==> config.mk <==
export PLATFORM = sky130hd
export DESIGN_NAME = booth_ctrl
export DESIGN_NICKNAME = d
export VERILOG_FILES = /design/src/rtl/booth_ctrl.sv
export SDC_FILE = /design/constraint.sdc
export NUM_CORES = 1
export LEC_CHECK = 0
export CORE_ASPECT_RATIO = 1.5
export CORE_UTILIZATION = 34
export DETAILED_ROUTE_END_ITERATION = 6
export DONT_BUFFER_PORTS = 1
export SLEW_MARGIN = 20
export SYNTH_ARGS = -nofsm -noshare
export SYNTH_HDL_FRONTEND = slang
export SYNTH_SLANG_ARGS = --single-unit
export TNS_END_PERCENT = 20
==> constraint.sdc <==
create_clock -name clk -period 2.2 [get_ports clk]
set_input_delay 0.33 -clock clk [delete_from_list [all_inputs] [get_ports clk]]
set_output_delay 0.33 -clock clk [all_outputs]
set_load 0.01 [all_outputs]
==> src/rtl/booth_ctrl.sv <==
// Sequencing controller for a 16-bit radix-2 Booth multiplier datapath.
// Loads M/Q/B over the shared data bus, steps the add/shift loop, returns {A,Q}.
module booth_ctrl #(
    parameter int WIDTH    = 16,
    parameter int CNT_INIT = 16
) (
    input  logic                 clk,
    input  logic                 rst_n,
    input  logic                 in_valid,
    output logic                 in_ready,
    input  logic [WIDTH-1:0]     mcand,
    input  logic [WIDTH-1:0]     mplier,
    input  logic                 q0,
    input  logic                 qm1,
    input  logic                 eqz,
    input  logic [WIDTH-1:0]     A,
    input  logic [WIDTH-1:0]     Q,
    output logic [WIDTH-1:0]     data_bus,
    output logic                 ldA,
    output logic                 clrA,
    output logic                 ldQ,
    output logic                 clrQ,
    output logic                 ldM,
    output logic                 clrFF,
    output logic                 shift,
    output logic                 addsub,
    output logic                 ldB,
    output logic                 count,
    output logic                 out_valid,
    input  logic                 out_ready,
    output logic [2*WIDTH-1:0]   product,
    output logic                 ovf_warn
);

    localparam logic [2:0] S_IDLE   = 3'd0;
    localparam logic [2:0] S_LOAD_M = 3'd1;
    localparam logic [2:0] S_LOAD_Q = 3'd2;
    localparam logic [2:0] S_LOAD_B = 3'd3;
    localparam logic [2:0] S_EVAL   = 3'd4;
    localparam logic [2:0] S_SHIFT  = 3'd5;
    localparam logic [2:0] S_CHECK  = 3'd6;
    localparam logic [2:0] S_RESULT = 3'd7;

    localparam logic [WIDTH-1:0] LP_CNT     = WIDTH'(CNT_INIT);
    localparam logic [WIDTH-1:0] LP_MOST_NEG = {1'b1, {(WIDTH-1){1'b0}}};

    logic [2:0]         r_state;
    logic [WIDTH-1:0]   r_mcand;
    logic [WIDTH-1:0]   r_mplier;
    logic               r_ovf;
    logic [2*WIDTH-1:0] r_product;
    logic               r_ovf_warn;
    logic               w_accept;

    assign in_ready  = rst_n && (r_state == S_IDLE);
    assign w_accept  = in_valid && in_ready;
    assign out_valid = (r_state == S_RESULT);
    assign product   = r_product;
    assign ovf_warn  = r_ovf_warn;

    // NOTE: state registers use non-blocking assignments so every flop samples pre-edge values.
    always_ff @(posedge clk) begin
        if (!rst_n) begin
            r_state    <= S_IDLE;
            r_mcand    <= '0;
            r_mplier   <= '0;
            r_ovf      <= 1'b0;
            r_product  <= '0;
            r_ovf_warn <= 1'b0;
        end else begin
            case (r_state)
                S_IDLE: begin
                    if (w_accept) begin
                        r_mcand  <= mcand;
                        r_mplier <= mplier;
                        r_ovf    <= (mcand == LP_MOST_NEG);
                        r_state  <= S_LOAD_M;
                    end
                end
                S_LOAD_M: r_state <= S_LOAD_Q;
                S_LOAD_Q: r_state <= S_LOAD_B;
                S_LOAD_B: r_state <= S_EVAL;
                S_EVAL:   r_state <= S_SHIFT;
                S_SHIFT:  r_state <= S_CHECK;
                // eqz here already reflects the decrement issued in SHIFT.
                S_CHECK: begin
                    if (eqz) begin
                        r_state <= S_EVAL;
                    end else begin
                        r_product  <= {A, Q};
                        r_ovf_warn <= r_ovf;
                        r_state    <= S_RESULT;
                    end
                end
                S_RESULT: begin
                    if (out_ready) r_state <= S_IDLE;
                end
                default: r_state <= S_IDLE;
            endcase
        end
    end

    // NOTE: every output gets a default first so no latch is inferred for the unlisted states.
    always_comb begin
        data_bus = '0;
        ldA      = 1'b0;
        clrA     = 1'b0;
        ldQ      = 1'b0;
        clrQ     = 1'b0;
        ldM      = 1'b0;
        clrFF    = 1'b0;
        shift    = 1'b0;
        addsub   = 1'b0;
        ldB      = 1'b0;
        count    = 1'b0;
        case (r_state)
            S_LOAD_M: begin
                data_bus = r_mcand;
                ldM      = 1'b1;
                clrA     = 1'b1;
                clrFF    = 1'b1;
            end
            S_LOAD_Q: begin
                data_bus = r_mplier;
                ldQ      = 1'b1;
            end
            S_LOAD_B: begin
                data_bus = LP_CNT;
                ldB      = 1'b1;
            end
            S_EVAL: begin
                // 01 adds M, 10 subtracts M; 00/11 leave A alone with addsub parked high.
                ldA    = q0 ^ qm1;
                addsub = ~(q0 & ~qm1);
            end
            S_SHIFT: begin
                shift = 1'b1;
                count = 1'b1;
            end
            default: ;
        endcase
    end

endmodule

==> results.md <==
- Run status: finished, final reports clean
- ANT cells: 0
- CP most frequent cell: buf_4
- Adder-cell share of the synthesized area: 0.004232
- Final std cells w/o fill: approximately 450
- Final TNS setup: 0 ns
- Syn_nets: 430
- Max Cap Viol: 0
- First-pass GRT wire length: 11270 um
- Vias per cell: 5.421
- Global route overflow: 0
- Initial antenna violation count: 0
- Max stage delay on crit path: between 0.3 and 0.4 ns
- DRT Pass-1 Iters: 4
- Die area: around 9000 um^2
- Synth warn: 0
- Largest net degree at the start of global routing: approximately 100
- Sequential power share: 0.435
- P_int: 2381 uW
- Share of layout cells above drive strength 1: 0.07849
- Nets: 411
- Clk root buf: clkbuf_16
- Total Wirelength: 7253 um
- Crit path max-delay family: buffers and inverters
- Setup Skew: 0.003579 ns
- Hold Vio Cnt, Final: 0
- P&R area growth vs syn: 10.71%
- Setup crit end kind: output pin
- Cell area after layout: between 3000 and 4000 um^2
- Placed insts: 435
- Vias in the first global route: 2359
- Synthesized flop and latch total: 69
- CTS tree: yes
- H-tree Lvls: 3
- Post-route ant nets: 0
- Critical path, cell by cell: buf_4 -> nor3_4 -> buf_4 -> and2_1
- Die X: 78.14 um
- DRC viols: 0
- Clk_lat worst skew: 0.32 ns
- Post-Synth Simple-Gate Area: 0.2548
- CP max-delay cell: buf_4
- Final GP Congestion: ~0.75
- Unrepaired setup endpoints after global routing: false
- Row Count: 41
- Kind of critical path: reg2out
- Crit path launch type: flop
- Die Ht: 116.2 um
- Placed instance area: 2977 um^2
- Pleak: roughly 0.0011 uW
- Switch Pwr: between 800 and 900 uW
- Final WS setup: approximately 0.28 ns
- Vias: 2445
- Sw Share: 0.2544
- Place WS: 0.4387 ns
- Post-DR wirelength/cell: 16.08 um
- Share of total power in combinational logic: 0.135
- Yosys cell types: 34
- Largest family of logic cells by synthesized area: simple AND/OR/NAND/NOR gates
- Drt initial violations: 73
- Starting Density: 0.3514
- Placed wire-length estimate: roughly 4800 um
- VDD IR max: approximately 0.00043 V
- Worst-path clk slew: 0.05 ns
- Post-synthesis instance total: 358
- Worst Hold Class: in2reg
- Clock power share: 0.430
- Post-Synth XOR/XNOR Area: 0
- Power Dens Cells: 975.6 nW/um^2
- Commonest non-fill, non-tap cell in the layout: nand2_1
- Io pins: 132
- Worst EP arrival: 1.59 ns
- Seq/Total Area, Yosys: 0.4672
- Fin crit period: 1.924 ns
- WP buf/inv: 2
- Total Routing Usage GR: 0.1604
- Crit Path Max Fanout: 34
- Mux cell area share after synthesis: 0.003386
- Finish-stage setup viols: 0
- Clk sinks: between 60 and 70
- CP Data Required Time: 1.87 ns
- Clk buf depth: 2
- Max Slew Vio Count: 0
- Inserted Clock Buffers: 9
- Tcrit/Tclk final: 0.8745
- Avg Synthesized Cell Area: 8.259 um^2
- Compound-gate portion of the synthesized area: 0.1997
- Post-CTS Setup Inserts: 0
- Core Area: 8413 um^2
- Maximum clock rate: 519.8 MHz
- Synth Cell Area: 2957 um^2
- PortBufs: 0
- Most frequent cells in the layout: nand2_1 (102), dfxtp_1 (69), nand4_1 (34)
[layer usage]
layer  wire length [um]  part of all wire  global-route usage
met5                  0                 0                   0
met4                 68            0.0094             0.07531
met3                765              0.11             0.07422
met2               3428              0.47              0.2620
met1               2991              0.41              0.1770
[state kept, by name, indices dropped and copies added (netlist names)]
| name | count |
|---|---|
| r_mcand | 16 |
| r_mplier | 16 |
| ovf_warn | 1 |
| r_state | 3 |
| product | 32 |
| r_ovf | 1 |
[power groups by stage]
stage / Combinational (uW) / Clock, uW / Sequential (uW)
final: 432 / 1370 / 1390
after global routing: 474 / 1490 / 1400
after CTS: 431 / 1420 / 1390
after detailed placement: 431 / 0 / 1410
after global placement: 419 / 0 / 1410
after floorplan: 376 / 0 / 1410
[logic make-up after synthesis]
| family | Yosys count |
|---|---|
| AOI/OAI and AO/OA | 88 |
| adders and majority gates | 1 |
| buffers and inverters | 42 |
| DFF | 69 |
| muxes | 1 |
| other | 1 |
| and+or+nand+nor | 156 |
[final timing paths]
kind         cells past startpoint  slack, ns        start          end
max                              4       0.28   r_state[0]     in_ready
min                              2       0.14         Q[4]   product[4]
max reg2reg                      5       0.71   r_state[0]   r_state[1]
min reg2reg                      2       0.45  r_mplier[9]  r_mplier[9]
[worst register-to-register path: stages (launching register included)]
cell     delay, ns
dfxtp_1       0.31
buf_4         0.18
nor3_4        0.19
buf_4         0.36
a22oi_1       0.19
a31oi_1       0.19
[metrics by stage]
| stage | hold slack, ns | power [uW] | utilization |
|---|---|---|---|
| after floorplan | 0.4253 | 1784 | - |
| after global placement | 0.4378 | 1833 | 0.3538 |
| after detailed placement | 0.4424 | 1843 | 0.3538 |
| after CTS | 0.1252 | 3240 | 0.3885 |
| after global routing | 0.1269 | 3359 | 0.3891 |
| final | 0.1382 | 3193 | 0.3891 |
[layout make-up]
class / count / area (um^2)
fill: 891 / 5140
sequential: 69 / 1381
multi-input combinational: 247 / 1375
clock buffer: 16 / 291.5
tap: 107 / 133.9
timing repair buffer: 9 / 80.08
inverter: 3 / 11.26
[cells in the mapped netlist]
cell | number | area share
ha_1 | 1 | 0.0042
nand3b_1 | 1 | 0.0025
and4bb_1 | 1 | 0.0042
a21oi_1 | 3 | 0.0051
nor2_2 | 1 | 0.0021
and3b_1 | 1 | 0.0030
nor2_1 | 3 | 0.0038
a31o_2 | 1 | 0.0030
nand4bb_1 | 1 | 0.0038
nand4_1 | 34 | 0.072
inv_1 | 2 | 0.0025
mux2i_1 | 1 | 0.0034
nor4b_1 | 1 | 0.0030
clkbuf_1 | 17 | 0.022
nand2_1 | 102 | 0.13
and3_1 | 3 | 0.0063
a22o_1 | 15 | 0.044
nand2b_1 | 1 | 0.0021
nor3b_4 | 1 | 0.0063
and2_1 | 1 | 0.0021
o41ai_1 | 1 | 0.0030
or3_1 | 1 | 0.0021
a21boi_1 | 33 | 0.084
inv_2 | 1 | 0.0013
nor3_4 | 1 | 0.0055
dfxtp_1 | 69 | 0.47
o21ai_0 | 1 | 0.0017
buf_4 | 8 | 0.020
conb_1 | 1 | 0.0013
o21ai_1 | 32 | 0.054
nor4_1 | 3 | 0.0063
a22oi_1 | 1 | 0.0025
a31oi_1 | 1 | 0.0021
buf_2 | 14 | 0.024
[repair_timing]
item	CTS	global route
hold buffers	0	0
endpoints found under the setup margin	0	6
gates resized for setup	0	1
hold endpoints to repair	0	0
(Power assumes the default switching activity.)
